[config.mk]
export PLATFORM = sky130hd
export DESIGN_NAME = int_mult_pipe
export DESIGN_NICKNAME = d
export VERILOG_FILES = /design/src/rtl/vi_pkg.sv /design/src/rtl/int_mult_stage.sv /design/src/rtl/int_mult_pipe.sv
export SDC_FILE = /design/constraint.sdc
export NUM_CORES = 2
export LEC_CHECK = 0
export ABC_CLOCK_PERIOD_IN_PS = 2100
export BUFFER_PORTS_ARGS = -buffer_cell sky130_fd_sc_hd__buf_2
export CAP_MARGIN = 10
export CORE_MARGIN = 1
export CORE_UTILIZATION = 64
export CTS_CLUSTER_SIZE = 40
export DETAILED_ROUTE_END_ITERATION = 7
export HOLD_SLACK_MARGIN = 0.1
export PLACE_DENSITY_LB_ADDON = 0.2
export SYNTH_ARGS = -nofsm -noshare
export SYNTH_HDL_FRONTEND = slang
export SYNTH_SLANG_ARGS = --single-unit
[constraint.sdc]
create_clock -name clk_i -period 2.1 [get_ports clk_i]
set_input_delay 0.105 -clock clk_i [delete_from_list [all_inputs] [get_ports clk_i]]
set_output_delay 0.105 -clock clk_i [all_outputs]
set_load 0.01 [all_outputs]
[src/rtl/vi_pkg.sv]
// -----------------------------------------------------------------------------
// vi_pkg
// Shared definitions for the integer multiply pipeline (int_mult_pipe).
//   - MULT_FUNCT_* : 2-bit multiply function codes carried with each op
//   - XLEN_DEF / REG_AW_DEF : default operand and register-address widths
//   - mult_sel_hi()   : 1 when the function returns the high product half
//   - mult_a_signed() : 1 when rs1 is treated as a signed operand
//   - mult_b_signed() : 1 when rs2 is treated as a signed operand
// -----------------------------------------------------------------------------
package vi_pkg;

    localparam int XLEN_DEF   = 32;
    localparam int REG_AW_DEF = 5;

    localparam logic [1:0] MULT_FUNCT_MUL    = 2'd0;
    localparam logic [1:0] MULT_FUNCT_MULH   = 2'd1;
    localparam logic [1:0] MULT_FUNCT_MULHSU = 2'd2;
    localparam logic [1:0] MULT_FUNCT_MULHU  = 2'd3;

    // MUL returns the low half; every MULH variant returns the high half.
    function automatic logic mult_sel_hi(input logic [1:0] funct);
        logic sel_hi;
        case (funct)
            MULT_FUNCT_MUL:    sel_hi = 1'b0;
            MULT_FUNCT_MULH:   sel_hi = 1'b1;
            MULT_FUNCT_MULHSU: sel_hi = 1'b1;
            MULT_FUNCT_MULHU:  sel_hi = 1'b1;
            default:           sel_hi = 1'b0;
        endcase
        return sel_hi;
    endfunction

    // rs1 is signed for MUL, MULH and MULHSU.
    function automatic logic mult_a_signed(input logic [1:0] funct);
        logic sgn;
        case (funct)
            MULT_FUNCT_MUL:    sgn = 1'b1;
            MULT_FUNCT_MULH:   sgn = 1'b1;
            MULT_FUNCT_MULHSU: sgn = 1'b1;
            MULT_FUNCT_MULHU:  sgn = 1'b0;
            default:           sgn = 1'b0;
        endcase
        return sgn;
    endfunction

    // rs2 is signed only for MUL and MULH.
    function automatic logic mult_b_signed(input logic [1:0] funct);
        logic sgn;
        case (funct)
            MULT_FUNCT_MUL:    sgn = 1'b1;
            MULT_FUNCT_MULH:   sgn = 1'b1;
            MULT_FUNCT_MULHSU: sgn = 1'b0;
            MULT_FUNCT_MULHU:  sgn = 1'b0;
            default:           sgn = 1'b0;
        endcase
        return sgn;
    endfunction

endpackage

[src/rtl/int_mult_stage.sv]
// -----------------------------------------------------------------------------
// int_mult_stage
// One register slice of the multiply pipeline. Loads the previous stage on
// advance, holds otherwise; kill clears the valid bit (payload may go stale).
// Ports:
//   clk_i, rsn_i          clock, async active-low reset
//   advance_i             whole pipe moves this edge
//   kill_i                flush: clear valid, overrides advance
//   valid_i..pc_i         previous stage contents
//   valid_o..pc_o         this stage's registered contents
// -----------------------------------------------------------------------------
module int_mult_stage
    import vi_pkg::*;
#(
    parameter int XLEN   = XLEN_DEF,
    parameter int REG_AW = REG_AW_DEF
) (
    input  logic              clk_i,
    input  logic              rsn_i,
    input  logic              advance_i,
    input  logic              kill_i,
    input  logic              valid_i,
    input  logic [1:0]        funct_i,
    input  logic [2*XLEN-1:0] prod_i,
    input  logic [REG_AW-1:0] rd_i,
    input  logic [31:0]       instr_i,
    input  logic [31:0]       pc_i,
    output logic              valid_o,
    output logic [1:0]        funct_o,
    output logic [2*XLEN-1:0] prod_o,
    output logic [REG_AW-1:0] rd_o,
    output logic [31:0]       instr_o,
    output logic [31:0]       pc_o
);

    logic              valid_q, valid_d;
    logic [1:0]        funct_q, funct_d;
    logic [2*XLEN-1:0] prod_q,  prod_d;
    logic [REG_AW-1:0] rd_q,    rd_d;
    logic [31:0]       instr_q, instr_d;
    logic [31:0]       pc_q,    pc_d;

    // Next-state: kill beats advance for the valid bit; payload follows advance.
    always_comb begin
        valid_d = valid_q;
        funct_d = funct_q;
        prod_d  = prod_q;
        rd_d    = rd_q;
        instr_d = instr_q;
        pc_d    = pc_q;
        if (kill_i) begin
            valid_d = 1'b0;
        end else if (advance_i) begin
            valid_d = valid_i;
        end else begin
            valid_d = valid_q;
        end
        if (advance_i) begin
            funct_d = funct_i;
            prod_d  = prod_i;
            rd_d    = rd_i;
            instr_d = instr_i;
            pc_d    = pc_i;
        end else begin
            funct_d = funct_q;
            prod_d  = prod_q;
            rd_d    = rd_q;
            instr_d = instr_q;
            pc_d    = pc_q;
        end
    end

    // Stage register with asynchronous clear.
    always_ff @(posedge clk_i or negedge rsn_i) begin
        if (!rsn_i) begin
            valid_q <= 1'b0;
            funct_q <= 2'd0;
            prod_q  <= '0;
            rd_q    <= '0;
            instr_q <= 32'd0;
            pc_q    <= 32'd0;
        end else begin
            valid_q <= valid_d;
            funct_q <= funct_d;
            prod_q  <= prod_d;
            rd_q    <= rd_d;
            instr_q <= instr_d;
            pc_q    <= pc_d;
        end
    end

    assign valid_o = valid_q;
    assign funct_o = funct_q;
    assign prod_o  = prod_q;
    assign rd_o    = rd_q;
    assign instr_o = instr_q;
    assign pc_o    = pc_q;

endmodule

[src/rtl/int_mult_pipe.sv]
// -----------------------------------------------------------------------------
// int_mult_pipe
// Parametrised integer multiply pipeline (MUL/MULH/MULHSU/MULHU). An accepted
// op reaches the writeback port DEPTH cycles later; all stages move in lockstep
// (bubbles are kept), stall or an unaccepted result holds the whole pipe, and
// kill flushes every in-flight op. Destination registers of in-flight ops are
// compared against two decode queries to raise hazards for bypass control.
//
// Optional feature macro: VI_MULT_FWD_EN
//   defined   : a query whose youngest matching op sits in the final stage is
//               forwarded (fwd_x_valid_o=1, hazard_x_o=0, fwd_data_o=wb_data_o)
//   undefined : fwd_*_valid_o and fwd_data_o tied 0; any match is a hazard
//
// Parameters: DEPTH (2..8), XLEN, REG_AW
// Ports:
//   clk_i, rsn_i                  clock, async active-low reset
//   stall_i, kill_i               hold all stages / flush all stages
//   issue_*                       op in (valid/ready handshake)
//   read_addr_a_i/_b_i            decode source-register queries
//   hazard_a_o/_b_o               query hits an in-flight op
//   fwd_a_valid_o/_b_valid_o      query served from final stage
//   fwd_data_o                    final-stage result
//   busy_o                        any stage valid
//   wb_*                          result out (valid/ready handshake)
// -----------------------------------------------------------------------------
module int_mult_pipe
    import vi_pkg::*;
#(
    parameter int DEPTH  = 5,
    parameter int XLEN   = XLEN_DEF,
    parameter int REG_AW = REG_AW_DEF
) (
    input  logic              clk_i,
    input  logic              rsn_i,
    input  logic              stall_i,
    input  logic              kill_i,
    input  logic              issue_valid_i,
    output logic              issue_ready_o,
    input  logic [1:0]        issue_funct_i,
    input  logic [XLEN-1:0]   issue_data_a_i,
    input  logic [XLEN-1:0]   issue_data_b_i,
    input  logic [REG_AW-1:0] issue_write_addr_i,
    input  logic [31:0]       issue_instr_i,
    input  logic [31:0]       issue_pc_i,
    input  logic [REG_AW-1:0] read_addr_a_i,
    input  logic [REG_AW-1:0] read_addr_b_i,
    output logic              hazard_a_o,
    output logic              hazard_b_o,
    output logic              fwd_a_valid_o,
    output logic              fwd_b_valid_o,
    output logic [XLEN-1:0]   fwd_data_o,
    output logic              busy_o,
    output logic              wb_valid_o,
    input  logic              wb_ready_i,
    output logic [XLEN-1:0]   wb_data_o,
    output logic [REG_AW-1:0] wb_write_addr_o,
    output logic [31:0]       wb_instr_o,
    output logic [31:0]       wb_pc_o
);

    // Per-stage views, index 1 = youngest, DEPTH = writeback stage.
    logic              stg_valid_s [1:DEPTH];
    logic [1:0]        stg_funct_s [1:DEPTH];
    logic [2*XLEN-1:0] stg_prod_s  [1:DEPTH];
    logic [REG_AW-1:0] stg_rd_s    [1:DEPTH];
    logic [31:0]       stg_instr_s [1:DEPTH];
    logic [31:0]       stg_pc_s    [1:DEPTH];

    logic              advance_s;
    logic              a_sign_s;
    logic              b_sign_s;
    logic [2*XLEN-1:0] op_a_s;
    logic [2*XLEN-1:0] op_b_s;
    logic [2*XLEN-1:0] prod_s;
    logic              busy_s;
    logic [XLEN-1:0]   wb_data_s;
    logic [DEPTH:1]    match_a_s;
    logic [DEPTH:1]    match_b_s;

    logic              stg1_valid_q, stg1_valid_d;
    logic [1:0]        stg1_funct_q, stg1_funct_d;
    logic [2*XLEN-1:0] stg1_prod_q,  stg1_prod_d;
    logic [REG_AW-1:0] stg1_rd_q,    stg1_rd_d;
    logic [31:0]       stg1_instr_q, stg1_instr_d;
    logic [31:0]       stg1_pc_q,    stg1_pc_d;

    // The pipe moves only when not stalled and the final stage is empty or draining.
    assign advance_s     = !stall_i && (!stg_valid_s[DEPTH] || wb_ready_i);
    assign issue_ready_o = advance_s;

    // Full-width product: operands are sign- or zero-extended to 2*XLEN, so the
    // low 2*XLEN bits of the unsigned product equal the mixed-sign product.
    always_comb begin
        a_sign_s = mult_a_signed(issue_funct_i) & issue_data_a_i[XLEN-1];
        b_sign_s = mult_b_signed(issue_funct_i) & issue_data_b_i[XLEN-1];
        op_a_s   = {{XLEN{a_sign_s}}, issue_data_a_i};
        op_b_s   = {{XLEN{b_sign_s}}, issue_data_b_i};
        prod_s   = op_a_s * op_b_s;
    end

    // Stage-1 next state: kill clears valid even when an issue is presented.
    always_comb begin
        stg1_valid_d = stg1_valid_q;
        stg1_funct_d = stg1_funct_q;
        stg1_prod_d  = stg1_prod_q;
        stg1_rd_d    = stg1_rd_q;
        stg1_instr_d = stg1_instr_q;
        stg1_pc_d    = stg1_pc_q;
        if (kill_i) begin
            stg1_valid_d = 1'b0;
        end else if (advance_s) begin
            stg1_valid_d = issue_valid_i;
        end else begin
            stg1_valid_d = stg1_valid_q;
        end
        if (advance_s) begin
            stg1_funct_d = issue_funct_i;
            stg1_prod_d  = prod_s;
            stg1_rd_d    = issue_write_addr_i;
            stg1_instr_d = issue_instr_i;
            stg1_pc_d    = issue_pc_i;
        end else begin
            stg1_funct_d = stg1_funct_q;
            stg1_prod_d  = stg1_prod_q;
            stg1_rd_d    = stg1_rd_q;
            stg1_instr_d = stg1_instr_q;
            stg1_pc_d    = stg1_pc_q;
        end
    end

    // Stage-1 register with asynchronous clear.
    always_ff @(posedge clk_i or negedge rsn_i) begin
        if (!rsn_i) begin
            stg1_valid_q <= 1'b0;
            stg1_funct_q <= 2'd0;
            stg1_prod_q  <= '0;
            stg1_rd_q    <= '0;
            stg1_instr_q <= 32'd0;
            stg1_pc_q    <= 32'd0;
        end else begin
            stg1_valid_q <= stg1_valid_d;
            stg1_funct_q <= stg1_funct_d;
            stg1_prod_q  <= stg1_prod_d;
            stg1_rd_q    <= stg1_rd_d;
            stg1_instr_q <= stg1_instr_d;
            stg1_pc_q    <= stg1_pc_d;
        end
    end

    assign stg_valid_s[1] = stg1_valid_q;
    assign stg_funct_s[1] = stg1_funct_q;
    assign stg_prod_s[1]  = stg1_prod_q;
    assign stg_rd_s[1]    = stg1_rd_q;
    assign stg_instr_s[1] = stg1_instr_q;
    assign stg_pc_s[1]    = stg1_pc_q;

    for (genvar k = 2; k <= DEPTH; k++) begin : g_stage
        int_mult_stage #(
            .XLEN   (XLEN),
            .REG_AW (REG_AW)
        ) u_stage (
            .clk_i     (clk_i),
            .rsn_i     (rsn_i),
            .advance_i (advance_s),
            .kill_i    (kill_i),
            .valid_i   (stg_valid_s[k-1]),
            .funct_i   (stg_funct_s[k-1]),
            .prod_i    (stg_prod_s[k-1]),
            .rd_i      (stg_rd_s[k-1]),
            .instr_i   (stg_instr_s[k-1]),
            .pc_i      (stg_pc_s[k-1]),
            .valid_o   (stg_valid_s[k]),
            .funct_o   (stg_funct_s[k]),
            .prod_o    (stg_prod_s[k]),
            .rd_o      (stg_rd_s[k]),
            .instr_o   (stg_instr_s[k]),
            .pc_o      (stg_pc_s[k])
        );
    end

    // Busy whenever any stage carries a live op.
    always_comb begin
        busy_s = 1'b0;
        for (int k = 1; k <= DEPTH; k++) begin
            busy_s = busy_s | stg_valid_s[k];
        end
    end

    // Final-stage result select: MUL takes the low half, MULH* the high half.
    always_comb begin
        if (mult_sel_hi(stg_funct_s[DEPTH])) begin
            wb_data_s = stg_prod_s[DEPTH][2*XLEN-1:XLEN];
        end else begin
            wb_data_s = stg_prod_s[DEPTH][XLEN-1:0];
        end
    end

    // Per-stage destination match; x0 is never a dependency.
    always_comb begin
        match_a_s = '0;
        match_b_s = '0;
        for (int k = 1; k <= DEPTH; k++) begin
            match_a_s[k] = stg_valid_s[k] && (stg_rd_s[k] == read_addr_a_i) && (read_addr_a_i != '0);
            match_b_s[k] = stg_valid_s[k] && (stg_rd_s[k] == read_addr_b_i) && (read_addr_b_i != '0);
        end
    end

`ifdef VI_MULT_FWD_EN
    // A younger match shadows the final stage: its value is not yet computed,
    // so only a final-stage-only match can be forwarded.
    assign hazard_a_o    = |match_a_s[DEPTH-1:1];
    assign hazard_b_o    = |match_b_s[DEPTH-1:1];
    assign fwd_a_valid_o = match_a_s[DEPTH] && !(|match_a_s[DEPTH-1:1]);
    assign fwd_b_valid_o = match_b_s[DEPTH] && !(|match_b_s[DEPTH-1:1]);
    assign fwd_data_o    = wb_data_s;
`else
    assign hazard_a_o    = |match_a_s;
    assign hazard_b_o    = |match_b_s;
    assign fwd_a_valid_o = 1'b0;
    assign fwd_b_valid_o = 1'b0;
    assign fwd_data_o    = '0;
`endif

    assign busy_o          = busy_s;
    assign wb_valid_o      = stg_valid_s[DEPTH];
    assign wb_data_o       = wb_data_s;
    assign wb_write_addr_o = stg_rd_s[DEPTH];
    assign wb_instr_o      = stg_instr_s[DEPTH];
    assign wb_pc_o         = stg_pc_s[DEPTH];

endmodule

==> results.md <==
- The run finished, with violations left.
- The checks that failed: setup timing.
- The die is 318 µm wide.
- The worst register-to-register path begins at g_stage[5].u_stage.valid_o$_DFFE_PN0P_.
- The maximum number of pins on one net before global-route repair is 128.
- The count of final hold-check violations is 0.
- The number of maximum-capacitance constraint violations is 0.
- The length of the first detailed-routing pass in iterations is 6.
- For this block, the via count after detailed routing is 50500.
- For the finished layout, the period the worst path requires is 7140 ps.
- A synthesized cell averages 9.03 µm².
- The overflow left after global routing is 0.
- The initial utilization of the core area, before any placement, comes to 64.8%.
- For the final routed database, the setup TNS stands at -238360 ps.
- In the routed design, unresolved DRC markers number 0.
- The first global-routing pass estimated 285000 µm of wire.
- After layout, the worst path uses 340% of the clock period.
- The final wirelength is 181000 µm.
- The count of final setup violators is 62.
- The synthesized design contains 0 enable-type register cells.
- The final hold slack is 214 ps.
- The estimated wirelength of the detail-placed design is 135000 µm.
- Synthesis instantiated 67 different standard cells from the library.
- The startpoint-to-endpoint class of the critical path is in -> reg.
- The net count reported at finish is 9314.
- The number of placement rows is 115.
- The maximum level of the CTS H-tree is 2.
- Summing every instance area after synthesis gives 64000 µm².
- The area of placed instances is 71700 µm².
- The share of flip-flops with an asynchronous set or reset is 100%.
- The signal arrival time at the worst endpoint is 7690 ps.
- The longest clock path from root to sink contains 3 buffers.
- The worst slew margin relative to its limit is 64.9%.
- The top cell family by delay on the critical path is adder cells.
- The slack of the critical path is -5040 ps.
- Setup repair after global routing could not meet its margin everywhere.
- The synthesized instance count is 7082.
- The most critical setup path has its startpoint at issue_funct_i[0].
- The maximum operating frequency is 140 MHz.
- On the final layout, the worst clock skew is 23.4 ps.
- The transition time at the pin with the least slew margin is 527 ps.
- STA classifies the critical path endpoint as a register.
- The number of global-route vias before repair came to 53500.
- The tree is rooted in a sky130_fd_sc_hd__clkbuf_16.
- The number of buffers created by CTS is 58.
- The slowest stage of the critical path belongs to the cell sky130_fd_sc_hd__fa_2.
- Data on the critical path is required at its endpoint by 2650 ps.
- Using the TritonRoute via totals, the vias-per-cell ratio works out to 5.52.
- The area of the core region is 98700 µm².
- The number of flip-flops and latches in the synthesized netlist is 680.
- Once layout is done, the placed cells without fillers occupy 77900 µm².
- After detailed routing, the average wire length per cell comes to 19.8 µm.
- The worst setup path is launched from a primary input.
- The relative area change from synthesis to final layout is 21.8%.
- For this run, the leading register cell type out of synthesis is sky130_fd_sc_hd__dfrtp_1.
- The path class of the tightest hold or removal check is in -> reg.
- The biggest cell delay along the critical path is 660 ps.
- The count of input and output buffers is 256.
- TritonCTS built the clock tree.
- The tree built by TritonCTS fans out to 680 sinks.
- Clock-pin slew was measured on the worst setup and hold paths at 70 ps.
- The post-detailed-route count of antenna-violating nets is 0.
- The share of final-layout standard cells stronger than drive strength 1 is 20.1%.
- The proportion of synthesized chip area in sequential cells is 26.6%.
- The number of antenna violations at the first check in global routing is 4.
- At the later pin of the worst-skew pair, clock insertion delay measures 630 ps.
- The overall die area is 101000 µm².
- The die is 318 µm tall.
- The count of yosys warnings during synthesis is 0.
- The share of the core filled with cells is 78.9%.
- The launch instance of the worst min-delay path is issue_instr_i[27].
- The cell with the most instances on the worst path is sky130_fd_sc_hd__fa_1.
- The number of buffer and inverter instances along the worst setup path is 7.
- At the end of routability-driven placement, the weighted congestion stood at 0.977.
- The number of fillers in the final layout is 6091.
- The number of placed I/O pins is 291.
- The all-layer global routing usage is 35.9%.
- The final count of pins violating max slew is 0.
- The number of DRC markers after the initial detailed-route iteration is 4465.
- Of all nets on the critical path, the largest fanout is 6.
==> cell usage in the layout, fill, tap and decap left out, types with 10 or more instances in the layout <==
cell type and instances:
sky130_fd_sc_hd__buf_12 86, sky130_fd_sc_hd__buf_2 207, sky130_fd_sc_hd__clkbuf_16 62, sky130_fd_sc_hd__and2_4 36
sky130_fd_sc_hd__ha_4 76, sky130_fd_sc_hd__nand2_4 13, sky130_fd_sc_hd__clkbuf_1 12, sky130_fd_sc_hd__nand3_1 10
sky130_fd_sc_hd__dfrtp_1 675, sky130_fd_sc_hd__xor2_1 60, sky130_fd_sc_hd__fa_2 70, sky130_fd_sc_hd__buf_4 557
sky130_fd_sc_hd__ha_1 136, sky130_fd_sc_hd__a21oi_4 10, sky130_fd_sc_hd__clkinv_2 11, sky130_fd_sc_hd__o211ai_1 10
sky130_fd_sc_hd__fa_1 1055, sky130_fd_sc_hd__buf_8 21, sky130_fd_sc_hd__a21oi_2 35, sky130_fd_sc_hd__nand2_1 2651
sky130_fd_sc_hd__xnor2_2 15, sky130_fd_sc_hd__dlygate4sd3_1 75, sky130_fd_sc_hd__xnor2_1 36, sky130_fd_sc_hd__buf_6 100
sky130_fd_sc_hd__mux2_2 32, sky130_fd_sc_hd__a21o_1 33, sky130_fd_sc_hd__a21oi_1 25, sky130_fd_sc_hd__and2_1 284
sky130_fd_sc_hd__conb_1 34, sky130_fd_sc_hd__nor2_1 42, sky130_fd_sc_hd__inv_2 67, sky130_fd_sc_hd__o21ai_2 10
sky130_fd_sc_hd__inv_1 1020, sky130_fd_sc_hd__nand2_2 25, sky130_fd_sc_hd__o21ai_1 57
==> worst paths after layout <==
| check | to | slack (ps) | cells past startpoint |
|---|---|---|---|
| setup / recovery | stg1_prod_q[63]$_DFFE_PN0P_ | -5040 | 28 |
| hold / removal | stg1_instr_q[27]$_DFFE_PN0P_ | 210 | 4 |
| max in group asynchronous | g_stage[5].u_stage.instr_o[17]$_DFFE_PN0P_ | 790 | 4 |
| hold reg to reg | g_stage[4].u_stage.instr_o[2]$_DFFE_PN0P_ | 440 | 2 |
| setup reg to reg | stg1_valid_q$_DFFE_PN0P_ | 380 | 5 |
| min in group asynchronous | g_stage[4].u_stage.instr_o[0]$_DFFE_PN0P_ | 570 | 3 |
==> metal layers <==
metal	track usage (%)	vias to the layer above	wire [µm]
met5	0	-	41
met4	13.4	6	8120
met1	48.8	25600	69700
met2	58.5	2346	87000
li1	-	22100	-
met3	6.36	509	16100
==> stage by stage <==
| stage | cells | worst slack, ps |
|---|---|---|
| 4_1_cts | 9122 | -4940 |
| 6_report | 9162 | -5040 |
| 3_5_place_dp | 8857 | -5900 |
| 2_1_floorplan | 7115 | -5300 |
| 5_1_grt | 9160 | -5250 |
| 3_3_place_gp | 8857 | -5740 |
==> cells in the mapped netlist, types with 3 or more instances <==
library cell / instances / area (µm²)
sky130_fd_sc_hd__ha_1: 212 / 2650
sky130_fd_sc_hd__mux2_2: 32 / 360
sky130_fd_sc_hd__clkbuf_1: 360 / 1350
sky130_fd_sc_hd__a211oi_1: 7 / 52.6
sky130_fd_sc_hd__o211ai_1: 10 / 75.1
sky130_fd_sc_hd__a221oi_1: 4 / 35.0
sky130_fd_sc_hd__buf_1: 8 / 30.0
sky130_fd_sc_hd__inv_1: 1093 / 4100
sky130_fd_sc_hd__o21ba_2: 3 / 30.0
sky130_fd_sc_hd__nand2b_1: 6 / 37.5
sky130_fd_sc_hd__o31a_1: 4 / 35.0
sky130_fd_sc_hd__nor4_1: 10 / 62.6
sky130_fd_sc_hd__or2_2: 9 / 56.3
sky130_fd_sc_hd__nand3_2: 3 / 30.0
sky130_fd_sc_hd__dfrtp_1: 680 / 17000
sky130_fd_sc_hd__nor2_1: 46 / 173
sky130_fd_sc_hd__nand3_1: 16 / 80.1
sky130_fd_sc_hd__and3_1: 8 / 50.1
sky130_fd_sc_hd__a21o_1: 34 / 255
sky130_fd_sc_hd__a21oi_1: 69 / 345
sky130_fd_sc_hd__nor3_1: 7 / 35.0
sky130_fd_sc_hd__or4_1: 6 / 45.0
sky130_fd_sc_hd__nor2b_1: 6 / 37.5
sky130_fd_sc_hd__nand2_1: 2689 / 10100
sky130_fd_sc_hd__a211o_1: 3 / 26.3
sky130_fd_sc_hd__nand4_1: 7 / 43.8
sky130_fd_sc_hd__and2_1: 319 / 2000
sky130_fd_sc_hd__xnor2_1: 54 / 473
sky130_fd_sc_hd__or3_1: 3 / 18.8
sky130_fd_sc_hd__o21ai_1: 8 / 40.0
sky130_fd_sc_hd__o31ai_1: 5 / 37.5
sky130_fd_sc_hd__buf_4: 34 / 255
sky130_fd_sc_hd__a31oi_1: 8 / 50.1
sky130_fd_sc_hd__fa_1: 1125 / 22500
sky130_fd_sc_hd__xor2_1: 67 / 587
sky130_fd_sc_hd__o21bai_1: 8 / 60.1
sky130_fd_sc_hd__buf_2: 3 / 15.0
sky130_fd_sc_hd__o21ai_0: 74 / 370
sky130_fd_sc_hd__nor3b_1: 3 / 22.5
sky130_fd_sc_hd__o21a_1: 4 / 30.0
==> state kept, by name, indices dropped and copies added, names as in the netlist <==
signal and cells:
stg1_instr_q 32, g_stage.u_stage.instr_o 128, g_stage.u_stage.funct_o 8, stg1_rd_q 5, g_stage.u_stage.prod_o 256, g_stage.u_stage.rd_o 20, stg1_pc_q 32, stg1_valid_q 1
g_stage.u_stage.pc_o 128, stg1_prod_q 64, g_stage.u_stage.valid_o 4, stg1_funct_q 2
==> cell type report <==
| class | count | area (µm²) | share of cell area [%] |
|---|---|---|---|
| Timing Repair Buffer | 1057 | 9410 | 12.1 |
| Clock inverter | 28 | 372 | 0.477 |
| Clock buffer | 79 | 1620 | 2.08 |
| Antenna cell | 2 | 5.00 | 0.00642 |
| Sequential cell | 680 | 17000 | 21.9 |
| Tap cell | 1287 | 1610 | 2.07 |
| Inverter | 1093 | 4130 | 5.30 |
| Multi-Input combinational cell | 4936 | 43700 | 56.1 |
==> kinds of logic (layout without fill, tap and decap cells) <==
logic type	count (synthesis)	count (layout)	synth area share, %
multiplexers	33	33	0.579
AO/OA/AOI/OAI	266	266	2.69
flip-flops	680	680	26.6
other	1	36	0.00586
adder cells (fa/ha/maj)	1337	1337	39.4
AND/OR/NAND/NOR	3145	3145	20.1
buffers and inverters	1499	2257	9.02
XOR/XNOR	121	121	1.66
==> tightest hold or removal path, delay by kind of cell <==
| family | cells | cell delay, ps |
|---|---|---|
| buffers and inverters | 2 | 620 |
| AND/OR/NAND/NOR | 2 | 90 |
==> repair_timing <==
item | 4_1_cts | 5_1_grt
endpoints found under the hold margin | 756 | 0
gates resized for setup | 381 | 234
setup endpoints to repair | 69 | 64
setup buffers | 83 | 53
gates cloned | 5 | 4
hold buffers | 76 | 0
pin swaps | 221 | 229
Power is left out: the tool's default activity adds up to more than one toggle a clock period on the data nets, which glitch-free logic cannot reach.
